### config.mk
export PLATFORM = sky130hd
export DESIGN_NAME = sw_debounce
export DESIGN_NICKNAME = d
export VERILOG_FILES = /design/src/rtl/sw_debounce_pkg.sv /design/src/rtl/debounce_bit.sv /design/src/rtl/sw_debounce.sv
export SDC_FILE = /design/constraint.sdc
export NUM_CORES = 1
export LEC_CHECK = 0
export BUFFER_PORTS_ARGS = -buffer_cell sky130_fd_sc_hd__buf_4
export CAP_MARGIN = 20
export CORE_MARGIN = 3
export CORE_UTILIZATION = 50
export CTS_BUF_LIST = sky130_fd_sc_hd__clkbuf_2
export CTS_CLUSTER_DIAMETER = 50
export DETAILED_ROUTE_END_ITERATION = 10
export HOLD_SLACK_MARGIN = 0.12
export MAX_ROUTING_LAYER = met4
export PLACE_DENSITY = 0.69
export SYNTH_ARGS = -nofsm -noshare
export SYNTH_HDL_FRONTEND = slang
export SYNTH_SLANG_ARGS = --single-unit
export TNS_END_PERCENT = 5
### constraint.sdc
create_clock -name clk -period 5.9 [get_ports clk]
set_input_delay 0.295 -clock clk [delete_from_list [all_inputs] [get_ports clk]]
set_output_delay 0.295 -clock clk [all_outputs]
set_load 0.005 [all_outputs]
### src/rtl/sw_debounce_pkg.sv
// Shared types and helpers for the switch debouncer (sw_debounce, debounce_bit).
// Covers both builds, with and without SW_DEBOUNCE_EVCNT_EN.
package sw_debounce_pkg;

  typedef enum logic {
    StStable,
    StCounting
  } bit_state_e;

  localparam int unsigned DefaultWidth = 9;

  // Counter must hold DEBOUNCE_CYCLES-1; never narrower than one bit.
  function automatic int unsigned cnt_width(input int unsigned cycles);
    return (cycles > 2) ? $clog2(cycles) : 1;
  endfunction

endpackage

### src/rtl/debounce_bit.sv
// Single-bit conditioner: two-flop synchroniser, stability counter and two-state FSM.
// It produces the accepted level, registered edge pulses and a counting flag.
module debounce_bit
  import sw_debounce_pkg::*;
#(
  parameter int unsigned DEBOUNCE_CYCLES = 50000,
  parameter int unsigned CNT_W           = cnt_width(DEBOUNCE_CYCLES)
) (
  input  logic clk,
  input  logic rst,
  input  logic raw,
  output logic stable,
  output logic rise,
  output logic fall,
  output logic accept,
  output logic counting
);

  localparam logic [CNT_W-1:0] LastCnt = CNT_W'(DEBOUNCE_CYCLES - 1);

  logic             sync1_q, sync2_q;
  logic             stable_q, stable_d;
  logic             rise_q, rise_d;
  logic             fall_q, fall_d;
  logic [CNT_W-1:0] cnt_q, cnt_d;
  bit_state_e       state_q, state_d;

  always_ff @(posedge clk or posedge rst) begin
    if (rst) begin
      sync1_q  <= 1'b0;
      sync2_q  <= 1'b0;
      stable_q <= 1'b0;
      rise_q   <= 1'b0;
      fall_q   <= 1'b0;
      cnt_q    <= '0;
      state_q  <= StStable;
    end else begin
      sync1_q  <= raw;
      sync2_q  <= sync1_q;
      stable_q <= stable_d;
      rise_q   <= rise_d;
      fall_q   <= fall_d;
      cnt_q    <= cnt_d;
      state_q  <= state_d;
    end
  end

  always_comb begin
    state_d  = state_q;
    cnt_d    = '0;
    stable_d = stable_q;
    rise_d   = 1'b0;
    fall_d   = 1'b0;
    unique case (state_q)
      StStable: begin
        if (sync2_q != stable_q) begin
          state_d = StCounting;
          cnt_d   = CNT_W'(1);
        end
      end
      StCounting: begin
        if (sync2_q == stable_q) begin
          // Reverted before acceptance: discard the partial count.
          state_d = StStable;
        end else if (cnt_q == LastCnt) begin
          state_d  = StStable;
          stable_d = sync2_q;
          rise_d   = sync2_q;
          fall_d   = ~sync2_q;
        end else begin
          cnt_d = cnt_q + CNT_W'(1);
        end
      end
    endcase
  end

  assign stable   = stable_q;
  assign rise     = rise_q;
  assign fall     = fall_q;
  assign accept   = rise_d | fall_d;
  assign counting = (state_q == StCounting);

endmodule

### src/rtl/sw_debounce.sv
// Switch debouncer top: WIDTH independent debounce_bit lanes plus global change/busy flags.
// Define SW_DEBOUNCE_EVCNT_EN to add the 8-bit wrapping change-event counter output evcnt.
module sw_debounce
  import sw_debounce_pkg::*;
#(
  parameter int unsigned WIDTH           = DefaultWidth,
  parameter int unsigned DEBOUNCE_CYCLES = 50000
) (
  input  logic             clk,
  input  logic             rst,
  input  logic [WIDTH-1:0] sw_i,
  output logic [WIDTH-1:0] sw_o,
  output logic [WIDTH-1:0] rise,
  output logic [WIDTH-1:0] fall,
  output logic             changed,
  output logic             busy
`ifdef SW_DEBOUNCE_EVCNT_EN
  ,
  output logic [7:0]       evcnt
`endif
);

  localparam int unsigned CNT_W = cnt_width(DEBOUNCE_CYCLES);

  logic [WIDTH-1:0] accept;
  logic [WIDTH-1:0] counting;
  logic             changed_q;
  logic             changed_d;

  for (genvar i = 0; i < WIDTH; i++) begin : g_bit
    debounce_bit #(
      .DEBOUNCE_CYCLES(DEBOUNCE_CYCLES),
      .CNT_W          (CNT_W)
    ) u_bit (
      .clk     (clk),
      .rst     (rst),
      .raw     (sw_i[i]),
      .stable  (sw_o[i]),
      .rise    (rise[i]),
      .fall    (fall[i]),
      .accept  (accept[i]),
      .counting(counting[i])
    );
  end

  // One pulse no matter how many lanes accept on the same edge.
  assign changed_d = |accept;

  always_ff @(posedge clk or posedge rst) begin
    if (rst) begin
      changed_q <= 1'b0;
    end else begin
      changed_q <= changed_d;
    end
  end

  assign changed = changed_q;
  assign busy    = |counting;

`ifdef SW_DEBOUNCE_EVCNT_EN
  logic [7:0] evcnt_q;

  always_ff @(posedge clk or posedge rst) begin
    if (rst) begin
      evcnt_q <= 8'd0;
    end else if (changed_d) begin
      evcnt_q <= evcnt_q + 8'd1;
    end
  end

  assign evcnt = evcnt_q;
`endif

endmodule

---- After elaboration in Yosys (flattened, before gate mapping) ----
Index checks and enable logic that the tools add are counted.
storage, ports and cells
  flip-flop bits (word level) ............. 199
  bits of input ports ..................... 11
  output and inout port bits .............. 29
  word-level logic and storage cells ...... 273
operators by class
  add/subtract/negate cells ............... 9
  equal/unequal tests ..................... 27
  mux-type cells .......................... 126
  bitwise gates (word level) .............. 36
  reductions and logical operators ........ 11
operators by type and width
  kind                                                             number
  16-bit 2-to-1 mux                                                18
  16-bit one-hot mux with 2 select lines                           9
  16-bit by 1-bit adder with 16-bit output, second input constant  9
  16-bit equality test, second input constant                      9
  1-bit 2-to-1 mux                                                 90
  1-bit NOT                                                        27
  3-bit AND reduction                                              9
  1-bit one-hot mux with 2 select lines                            9
  9-bit OR reduction                                               2
  1-bit equality test                                              9
  1-bit inequality test                                            9
  1-bit OR                                                         9

---- Longest topological paths before layout ----
Gate-level depths: netlist of the first run.
  depth in word-level cells ............... 6
  gate-level depth with buffers ........... 7
  depth with buffers taken out ............ 5

---- By module ----
A second synthesis of the first run with hierarchy kept.
second synthesis, totals
  cells, all modules ...................... 857
  area, all modules ....................... 9176.3 µm²
by module, submodules not included
  module                             times used  cells an instance  area each (µm²)
  debounce_bit (g_bit[0].u_bit ...)  8           94                 1008.5
  debounce_bit (g_bit[8].u_bit)      1           95                 1039.7
  sw_debounce                        1           10                 68.8

---- Worst setup path after synthesis of the first run ----
Ideal clock, no wire load.
  path type ............................... register to register
  from .................................... register g_bit[7].u_bit.cnt_q[5]
  to ...................................... register g_bit[7].u_bit.stable_q
  library setup time ...................... 0.127 ns
  data arrival time ....................... 1.745 ns
  data required time ...................... 5.773 ns
  path slack .............................. 4.028 ns
  cell stages (with the launch flop) ...... 5
  path buffers ............................ 0
  clock period less this slack ............ 1.872 ns
  cell sequence ........................... dfrtp_1 or4bb_1 nor4_2 and2b_1 mux2_1
on the way
  longest elaborated chain between the ends .. 2
ends and longest elaborated chain
  item                                  RTL line            text
  start, declared                       debounce_bit.sv:25  logic [CNT_W-1:0] cnt_q, cnt_d;
  start signal, assigned                debounce_bit.sv:43  cnt_q <= cnt_d;
  16-bit equality test                  debounce_bit.sv:65  end else if (cnt_q == LastCnt) begin
  3-bit AND reduction (no source line)  -
  end signal, assigned                  debounce_bit.sv:40  stable_q <= stable_d;
  end, declared                         debounce_bit.sv:22  logic stable_q, stable_d;
Every way passes these cells.
A chain may end at the register's enable or synchronous reset.

---- Worst setup path in the final report of the first run ----
  from .................................... register g_bit[7].u_bit.cnt_q[5]
  to ...................................... register g_bit[7].u_bit.cnt_q[0]
on the way
  longest elaborated chain between the ends .. 4
ends and longest elaborated chain
  item                                    RTL line            text
  16-bit equality test                    debounce_bit.sv:65
  16-bit 2-to-1 mux                       debounce_bit.sv:65
  16-bit 2-to-1 mux                       debounce_bit.sv:62  if (sync2_q == stable_q) begin
  16-bit one-hot mux with 2 select lines  debounce_bit.sv:54  unique case (state_q)
  named net g_bit[7].u_bit.cnt_d[0]       debounce_bit.sv:25
The timed path passes the listed nets, and every way through them passes these cells.

==> results.md, run 1 <==
- R2r setup slk: 3.71 ns
- HPWL Detailed: 11.1 mm
- Max cap viols: 0
- Final #Nets: 931
- Area of the multi-input gates: 3920 um2
- Seq pwr share: 0.649
- Share of layout cells above drive strength 1: 0.113
- Core Region: 18100 um2
- Fin cells: 1154
- Row count: 49
- Post-route clock skew: 0.0458 ns
- Slack of the critical path: 3.71 ns
- Peak Freq: 457 MHz
- FF+latch area: 4980 um2
- Clock-pin slew on the worst setup and hold paths: 0.31 ns
- Port Buffers: 39
- Clock power frac: 0.307
- Synth Instances: 876
- IO Pins: 40
- Leak pwr: 0.00416 uW
- Internal power: 1590 uW
- NetSw: 580 uW
- Fin crit share: 0.371
- Post-Syn Area: 9280 um2
- Most used DFF post-synth: dfrtp_1
- Chip width: 142 um
- Fin crit period: 2.19 ns
- Power per Cell Area: 217 nW/um2
- Seq/Total Area, Yosys: 0.537
- Startpoint Class: flip-flop
- Flops & latches, synth: 199
- Placed Cells incl. Taps: 1102
- Synth top area share: 0.537
- Vias: 6148
- Root Driver: clkbuf_2
- Type of the worst setup path: flip-flop to flip-flop
- Worst-Margin Slew: 0.879 ns
- CP Max Fanout: 15
- Final setup vio count: 0
- Fill count: 1562
- Gate power share: 0.043
- Clock Sinks: 199
- Syn avg cell area: 10.6 um2
- Initial DRC count: 327
- CTS max path bufs: 2
- RSZ-0062 raised after global routing: no
- Largest net degree at the start of global routing: 128
- Drt via density: 5.33
- DRT Wirelength: 16.4 mm
- GRT Resource Usage Total: 0.177
- Post-Place Setup Slack: 3.75 ns
- Yosys top cell by area: dfrtp_1
- Sw Ratio: 0.267
- Worst R2R Start: g_bit[7].u_bit.cnt_q[5]$_DFF_PP0_
- Ys async rst share: 1.00
- Routability cong.: 0.859
- Setup TNS: 0 ns
- Final Slew Violations: 0
- Worst min-delay path class: primary input to async pin
- WL/cell: 14.2 um
- Final-report hold violation count: 0
- Worst path required time: 6.53 ns
- CP arrival: 2.82 ns
- Initial Util: 0.513
- DR pass1 iterations: 5
- CTS tree: done
- Antenna Nets Post-Route: 0
- Crit Reg-Reg Endpoint: g_bit[7].u_bit.cnt_q[0]$_DFF_PP0_
- Die area: 20200 um2
- Initial antenna violation count: 2
- Max VDD drop: 0.000218 V
- Critical Path End Type: flip-flop
- Grt ovf: 0
- Worst-skew pair later-pin latency: 0.77 ns
- Synthesis warning total: 0
- Area grow syn2layout: 8.00%
- Status: completed
- Inserted Clock Buffers: 17
- Area contributors post-synth: dfrtp_1 (54%), xnor2_1 (6.8%), nor2_1 (5.1%)
- Cell count of the worst reg-to-reg path: 4
- Rel. slew slack: 0.414
- Vias in the first global route: 5885
- Hold_ws: 0.191 ns
- Residual DRC: 0
- Number of synthesized flops with an enable pin: 0
- Synth unique cells: 49
- H-Tree Depth: 4
- Global-route wire length before repair: 28.5 mm
- Mapped Nets: 896
- Die height: 142 um
- Finished Core Util: 0.554
-- power by group through the flow --
stage | logic (uW) | clock network (uW) | registers (uW)
finish | 93.9 | 668 | 1410
global route | 110 | 752 | 1420
CTS | 96.7 | 696 | 1410
detailed placement | 86.8 | 0 | 1430
global placement | 86.0 | 0 | 1430
floorplan | 65.5 | 0 | 1430
-- cell usage in the layout (no fill, tap or decap), types with 3 or more instances in the layout --
master,instances
dfrtp_1,199
nor2_1,126
xnor2_1,72
xor2_1,50
nand2_1,43
nand3_1,40
buf_4,40
nand4_1,31
o21ai_0,25
a21oi_1,23
inv_1,23
and3_1,22
nor4_1,20
dlygate4sd3_1,19
or3_1,18
and2_1,17
clkbuf_2,17
nor3_1,16
and4_1,13
ha_1,9
nand3_2,8
nor4bb_1,8
or4_4,7
nor4b_1,7
inv_6,7
nor2b_1,6
o22ai_1,6
or4_1,6
and4bb_2,6
nand2b_1,5
mux2_2,5
a21boi_0,3
clkinvlp_4,3
-- through the flow --
stage               instance area (um2)  total power [uW]
floorplan                          9280              1490
global placement                   9580              1520
detailed placement                 9580              1520
CTS                               10000              2200
global route                      10000              2280
finish                            10000              2170
-- flip-flops by register name, summed over array words and instances (netlist names) --
register,count
changed,1
g_bit.u_bit.cnt_q,144
g_bit.u_bit.counting,9
g_bit.u_bit.fall,9
g_bit.u_bit.rise,9
g_bit.u_bit.stable,9
g_bit.u_bit.sync1_q,9
g_bit.u_bit.sync2_q,9
-- what timing repair did --
| item | in CTS | in global routing |
|---|---|---|
| hold endpoints to repair | 135 | 0 |
| resized for setup | 0 | 0 |
| setup buffers | 0 | 0 |
| hold buffers | 19 | 0 |
-- routing by layer --
| layer | wire (um) | vias up | track usage |
|---|---|---|---|
| met5 | 0 | - | - |
| li1 | - | 3093 | - |
| met3 | 397 | 13 | 0.0336 |
| met2 | 7610 | 52 | 0.267 |
| met1 | 8170 | 2990 | 0.248 |
| met4 | 249 | 0 | 0.0475 |
-- Yosys cell counts (all sizes together) (2+ instances only) --
master	count
dfrtp	199
nor2	126
xnor2	72
xor2	50
nand3	48
nand2	43
buf	33
nand4	31
o21ai	25
inv	24
a21oi	23
and3	22
nor4	22
or3	18
and2	17
nor3	16
and4	13
or4	13
clkbuf	10
ha	9
nor4bb	8
mux2	7
nor4b	7
and4bb	6
nor2b	6
o22ai	6
nand2b	5
a21boi	3
or2	2
or4bb	2
-- cell families (layout without fill, tap and decap cells) --
family / Yosys count / in the layout / synth area share
XOR/XNOR: 122 / 122 / 0.115
flip-flops: 199 / 199 / 0.537
multiplexers: 7 / 7 / 0.00850
buffers and inverters: 67 / 115 / 0.0413
AND/OR/NAND/NOR: 410 / 410 / 0.249
adder cells (fa/ha/maj): 9 / 9 / 0.0121
other: 0 / 1 / 0
AO/OA/AOI/OAI: 62 / 62 / 0.0370
-- how the worst max path moves through the flow --
stage,cells past startpoint,endpoint,slack (ns),from
after floorplan,1,changed$_DFF_PP0_,0.18,rst
final,4,g_bit[7].u_bit.cnt_q[0]$_DFF_PP0_,3.71,g_bit[7].u_bit.cnt_q[5]$_DFF_PP0_
after CTS,3,busy,3.61,g_bit[6].u_bit.counting$_DFF_PP0_
after detailed placement,4,g_bit[7].u_bit.cnt_q[0]$_DFF_PP0_,3.75,g_bit[7].u_bit.cnt_q[5]$_DFF_PP0_
after global routing,3,busy,3.49,g_bit[5].u_bit.counting$_DFF_PP0_
after global placement,4,g_bit[7].u_bit.cnt_q[0]$_DFF_PP0_,3.80,g_bit[7].u_bit.cnt_q[5]$_DFF_PP0_
-- worst max-delay path: stages, from the launching register on --
cell and delay, ns:
dfrtp_1 0.51, or4bb_1 0.53, nor4_2 0.37, or2_1 0.49, o22ai_1 0.17
-- area by class of cell --
| cell class | count | area share |
|---|---|---|
| diodes | 1 | 0.000250 |
| clock buffers | 17 | 0.00849 |
| well taps | 229 | 0.0286 |
| inverters | 24 | 0.00974 |
| flip-flops and latches | 199 | 0.497 |
| repair buffers | 59 | 0.0490 |
| clock inverters | 15 | 0.0162 |
| multi-input cells | 610 | 0.391 |
Power figures use the tool's default switching activity.
==> inputs of run 2 (changes only) <==
==> constraint.sdc (replaced) <==
create_clock -name clk -period 2 [get_ports clk]
set_input_delay 0.1 -clock clk [delete_from_list [all_inputs] [get_ports clk]]
set_output_delay 0.1 -clock clk [all_outputs]
set_load 0.005 [all_outputs]
==> results.md, run 2 (synthesis gave the netlist of run 1 again) <==
- Antenna Nets Post-Route: 0 (unchanged)
- WL/cell: 14.1 um (-0.73%)
- Max reg flops: 144 (unchanged)
- Max VDD drop: 0.000338 V (+55%)
- Worst-skew pair later-pin latency: 0.73 ns (-0.04 ns)
- RSZ-0062 raised after global routing: yes
- Post-Place Setup Slack: 0.0536 ns (-3.70 ns)
- Placed Cells incl. Taps: 1125 (+2.1%)
- DRT Wirelength: 16.7 mm (+1.5%)
- GRT Resource Usage Total: 0.181 (+0.00419)
- Residual DRC: 0 (unchanged)
- Critical Path End Type: flip-flop
- Max cap viols: 0 (unchanged)
- Share of layout cells above drive strength 1: 0.138 (+0.0253)
- Clock Sinks: 199 (unchanged)
- Core Region: 18100 um2 (unchanged)
- Top reg by flops: g_bit.u_bit.cnt_q
- DR pass1 iterations: 5 (unchanged)
- Power per Cell Area: 637 nW/um2 (+190%)
- Fin cells: 1180 (+2.3%)
- Inserted Clock Buffers: 17 (unchanged)
- Initial Util: 0.513 (unchanged)
- Worst path required time: 2.66 ns (-3.87 ns)
- Area grow syn2layout: 11.2%
- DP Area: 9790 um2 (+2.2%)
- Leak pwr: 0.00431 uW (+3.6%)
- Routability cong.: 0.833 (-3.0%)
- Grt ovf: 0 (unchanged)
- Vias in the first global route: 6176 (+4.9%)
- IO Pins: 40 (unchanged)
- Worst min-delay path class: flip-flop to flip-flop
- Startpoint Class: flip-flop
- Fill count: 1531 (-2.0%)
- Rel. slew slack: 0.647 (+0.233)
- HPWL Detailed: 11.8 mm (+5.8%)
- Chip width: 142 um (unchanged)
- H-Tree Depth: 4 (unchanged)
- Clock-pin slew on the worst setup and hold paths: 0.26 ns (-0.05 ns)
- Overall Power: 6570 uW (+200%)
- Initial DRC count: 363 (+11%)
- Port Buffers: 39 (unchanged)
- Initial antenna violation count: 1 (-1)
- Type of the worst setup path: flip-flop to flip-flop
- Peak Freq: 512 MHz (+12%)
- Worst-Margin Slew: 0.529 ns (-0.351 ns)
- Global-route wire length before repair: 29.2 mm (+2.3%)
- Most common cell after layout, fill and taps aside: dfrtp_1
- Final setup vio count: 0 (unchanged)
- CP Max Fanout: 5 (-10)
- Fin crit share: 0.976 (+0.606)
- Final Slew Violations: 0 (unchanged)
- Largest net degree at the start of global routing: 65 (-49%)
- Vias: 6305 (+2.6%)
- Post-route clock skew: 0.0237 ns (-0.0221 ns)
- Most frequent cells in the layout: dfrtp_1 (196), nor2_1 (126), xnor2_1 (72)
- Setup TNS: 0 ns (unchanged)
- Design area: 10300 um2 (+2.9%)
- Final #Nets: 958 (+2.9%)
- Root Driver: clkbuf_2
- Die area: 20200 um2 (unchanged)
- Slack of the critical path: 0.0472 ns (-3.67 ns)
- Die height: 142 um (unchanged)
- Final-report hold violation count: 0 (unchanged)
- Drt via density: 5.34 (+0.29%)
- Row count: 49 (unchanged)
- Status: completed
- Fin crit period: 1.95 ns (-0.235 ns)
- CP arrival: 2.62 ns (-0.20 ns)
- CTS max path bufs: 2 (unchanged)
- CTS tree: done
==> run 2: cell types whose count changed in the layout (fill, tap and decap cells not counted), sizes merged <==
cell,previous run,this run
bufinv,1,4
clkinv,3,7
inv,32,24
buf,40,66
dlygate4sd3,19,20
==> run 2: path summary, 6_finish.rpt <==
check / cells after the start / slack [ns] / start / end
min in group asynchronous: 4 / 0.51 / rst / g_bit[8].u_bit.sync2_q$_DFF_PP0_
setup / recovery: 4 / 0.05 / g_bit[7].u_bit.cnt_q[13]$_DFF_PP0_ / g_bit[7].u_bit.stable$_DFFE_PP0P_
hold / removal: 0 / 0.39 / g_bit[0].u_bit.sync1_q$_DFF_PP0_ / g_bit[0].u_bit.sync2_q$_DFF_PP0_
setup reg to reg: 4 / 0.05 / g_bit[7].u_bit.cnt_q[13]$_DFF_PP0_ / g_bit[7].u_bit.stable$_DFFE_PP0P_
hold reg to reg: 0 / 0.39 / g_bit[0].u_bit.sync1_q$_DFF_PP0_ / g_bit[0].u_bit.sync2_q$_DFF_PP0_
max in group asynchronous: 5 / 0.79 / rst / g_bit[4].u_bit.counting$_DFF_PP0_
==> run 2: per-layer routing <==
layer	global-route usage	share of wire	vias to the layer above
li1	-	-	3138
met1	0.253	0.50	3098
met2	0.274	0.46	60
met3	0.0349	0.025	9
met4	0.0485	0.0089	0
met5	-	0	-
==> run 2: final cells by class <==
cell class	instances	area [um2]	share of cell area
Timing Repair Buffer	86	733	0.0711
Multi-Input combinational cell	610	3950	0.383
Clock inverter	14	183	0.0177
Antenna cell	1	2.50	0.000243
Inverter	24	93.8	0.00910
Tap cell	229	287	0.0278
Sequential cell	199	4980	0.483
Clock buffer	17	85.1	0.00825
==> run 2: timing repair <==
item	in CTS	in global routing
setup buffers	3	0
hold endpoints to repair	208	0
pin swaps	1	2
resized for setup	2	6
setup endpoints to repair	1	15
gates cloned	0	0
hold buffers	20	0
==> run 2: through the flow <==
stage	hold WS, ns	utilization
2_1_floorplan	0.131	-
3_3_place_gp	0.174	0.541
3_5_place_dp	0.174	0.541
4_1_cts	0.392	0.569
5_1_grt	0.400	0.570
6_report	0.392	0.570
==> run 2: critical path: stages (launching register included) <==
cell     delay [ns]
dfrtp_1        0.48
or4_1          0.59
nor4_4         0.29
and2b_1        0.20
mux2_1         0.33
==> run 2: power by group <==
group	internal (uW)	switching [uW]	leakage, uW
combinational	128	195	0.00146
clock	805	1280	0.000153
sequential	4100	65.3	0.00270
==> inputs of run 3 (changes only) <==
--- a/config.mk
+++ b/config.mk
@@ -8,13 +8,13 @@
 export BUFFER_PORTS_ARGS = -buffer_cell sky130_fd_sc_hd__buf_4
 export CAP_MARGIN = 20
 export CORE_MARGIN = 3
-export CORE_UTILIZATION = 50
+export CORE_UTILIZATION = 58
 export CTS_BUF_LIST = sky130_fd_sc_hd__clkbuf_2
 export CTS_CLUSTER_DIAMETER = 50
 export DETAILED_ROUTE_END_ITERATION = 10
 export HOLD_SLACK_MARGIN = 0.12
 export MAX_ROUTING_LAYER = met4
-export PLACE_DENSITY = 0.69
+export PLACE_DENSITY = 0.79
 export SYNTH_ARGS = -nofsm -noshare
 export SYNTH_HDL_FRONTEND = slang
 export SYNTH_SLANG_ARGS = --single-unit
==> results.md, run 3 (synthesis gave the netlist of run 1 again) <==
- Status: completed
- Routability cong.: 0.833 (about the same)
- H-Tree Depth: 4 (unchanged)
- Root Driver: clkbuf_2
- Cell count along the critical path: 4 (unchanged)
- Row count: 45 (-8.2%)
- CTS max path bufs: 2 (unchanged)
- Type of the worst setup path: flip-flop to flip-flop
- Die height: 132 um (-6.8%)
- CP Max Fanout: 4 (-1)
- Min-delay src: g_bit[3].u_bit.sync1_q$_DFF_PP0_
- Grt ovf: 0 (unchanged)
- Worst min-delay path class: flip-flop to flip-flop
- N_diodes: 0 (-1)
- DR pass1 iterations: 4 (-1)
- FF+latch area: 4980 um2 (about the same)
- Family with the most delay on the worst path: simple AND/OR/NAND/NOR gates
- WHS Path Cells: 0 (unchanged)
- Critical Path End Type: flip-flop
- CTS tree: done
- Global-route wire length before repair: 29.1 mm (-0.26%)
- Final-report hold violation count: 0 (unchanged)
- Area grow syn2layout: 10.3%
- Slowest stage cell on the critical path: or4bb_4
- CP startpoint: g_bit[8].u_bit.cnt_q[5]$_DFF_PP0_
- Clock-pin slew on the worst setup and hold paths: 0.27 ns (about the same)
- RSZ-0062 raised after global routing: yes
- Rel. slew slack: 0.566 (-0.0809)
- Slack of the critical path: 0.0405 ns (-0.00674 ns)
- Top reg by flops: g_bit.u_bit.cnt_q
- Vias: 6408 (+1.6%)
- DRT Wirelength: 16.9 mm (+1.6%)
- Residual DRC: 0 (unchanged)
- Max cap viols: 0 (unchanged)
- Area of the multi-input gates: 3950 um2 (+0.16%)
- Die area: 17500 um2 (-13%)
- DP Area: 9740 um2 (-0.51%)
- Worst-skew pair later-pin latency: 0.75 ns (+0.02 ns)
- HPWL Detailed: 11.6 mm (-1.1%)
- Initial Util: 0.601 (+0.0884)
- Initial DRC count: 436 (+20%)
- CP max stage delay: 0.57 ns (-0.02 ns)
- Most frequent cells in the layout: dfrtp_1 (198), nor2_1 (126), xnor2_1 (72)
- Final Slew Violations: 0 (unchanged)
- Clock Sinks: 199 (unchanged)
- Chip width: 132 um (-6.8%)
- Core Region: 15400 um2 (-15%)
- Share of layout cells above drive strength 1: 0.138 (unchanged)
- GRT Resource Usage Total: 0.206 (+0.0249)
- Worst R2R Start: g_bit[8].u_bit.cnt_q[5]$_DFF_PP0_
- Met3 routed WL: 667 um (+63%)
- CP arrival: 2.62 ns (about the same)
- Antenna Nets Post-Route: 0 (unchanged)
- Worst path required time: 2.66 ns (about the same)
- Vias in the first global route: 6131 (-0.73%)
- Inserted Clock Buffers: 17 (unchanged)
- Peak Freq: 510 MHz (-0.34%)
- Fin crit share: 0.980 (+0.00337)
- Max reg flops: 144 (unchanged)
- Fin crit period: 1.96 ns (+0.00674 ns)
- Setup TNS: 0 ns (unchanged)
- Post-Place Setup Slack: 0.0966 ns (+0.0430 ns)
- Crit-path cells: or4bb_4 -> nor4_4 -> and2_1 -> mux2_1
- Worst-Margin Slew: 0.651 ns (+0.122 ns)
- Uppermost layer routed: met4
- Port Buffers: 39 (unchanged)
- Max VDD drop: 0.000449 V (+33%)
- WL/cell: 14.6 um (+3.3%)
- Most common cell after layout, fill and taps aside: dfrtp_1
- Final setup vio count: 0 (unchanged)
- Post-route clock skew: 0.0368 ns (+0.0131 ns)
- Power per Cell Area: 622 nW/um2 (-2.4%)
- WP buf/inv: 0 (unchanged)
- Drt via density: 5.52 (+3.3%)
- Leak pwr: 0.00429 uW (-0.46%)
- Initial antenna violation count: 0 (-1)
- IO Pins: 40 (unchanged)
- Cell count of the worst reg-to-reg path: 4 (unchanged)
- Startpoint Class: flip-flop
- Largest net degree at the start of global routing: 119 (+83%)
- Fill count: 1254 (-18%)
- Met2 WL: 7.77 mm (+0.56%)
- DRT met1 WL: 8.16 mm (-2.6%)
- Final #Nets: 958 (unchanged)
- Design area: 10200 um2 (-0.74%)
[run 3: cell types whose count changed in the layout (fill, tap and decap cells not counted)]
cell | previous run | this run
buf_12 | 3 | 2
buf_6 | 0 | 1
bufinv_16 | 4 | 2
clkbuf_2 | 17 | 18
clkinv_4 | 2 | 3
dfrtp_1 | 196 | 198
dfrtp_2 | 3 | 1
diode_2 | 1 | 0
nand3_1 | 40 | 39
nand3_2 | 8 | 9
or2b_2 | 0 | 1
or2b_4 | 1 | 0
or4bb_1 | 2 | 1
or4bb_4 | 0 | 1
[run 3: final cells by class]
type                            instances  share of cell area
Multi-Input combinational cell        610               0.386
Clock inverter                         13              0.0128
Inverter                               24             0.00917
Clock buffer                           18             0.00880
Timing Repair Buffer                   86              0.0708
Tap cell                              211              0.0258
Sequential cell                       199               0.487
[run 3: timing repair]
action | CTS | global route
endpoints found under the hold margin | 208 | 0
pin swaps | 2 | 4
hold buffers | 20 | 0
setup endpoints to repair | 1 | 5
setup buffers | 4 | 1
gates resized for setup | 3 | 5
[run 3: path summary, 6_finish.rpt]
check | slack, ns | end
setup / recovery | 0.04 | g_bit[8].u_bit.stable$_DFFE_PP0P_
hold / removal | 0.37 | g_bit[3].u_bit.sync2_q$_DFF_PP0_
setup reg to reg | 0.04 | g_bit[8].u_bit.stable$_DFFE_PP0P_
hold reg to reg | 0.37 | g_bit[3].u_bit.sync2_q$_DFF_PP0_
max in group asynchronous | 0.81 | g_bit[1].u_bit.cnt_q[7]$_DFF_PP0_
min in group asynchronous | 0.60 | g_bit[7].u_bit.sync1_q$_DFF_PP0_
[run 3: report_power, final]
part	total (uW)	leakage [uW]	switching, uW	internal (uW)
registers	4160	0.00270	64.9	4100
logic	332	0.00145	203	130
clock network	1870	0.000133	1310	563
total	6370	0.00429	1580	4790
[run 3: stage by stage]
stage	hold WS (ns)	util	std cells	power, uW
floorplan	0.131	-	876	4400
global placement	0.210	0.631	1105	4500
detailed placement	0.210	0.631	1105	4510
CTS	0.366	0.661	1160	6430
global route	0.382	0.664	1161	6650
finish	0.367	0.664	1161	6370
[run 3: per-layer routing]
layer  track usage  vias up
met2         0.309      104
met3        0.0494       29
met5             -        -
met4        0.0606        0
met1         0.283     3137
li1              -     3138
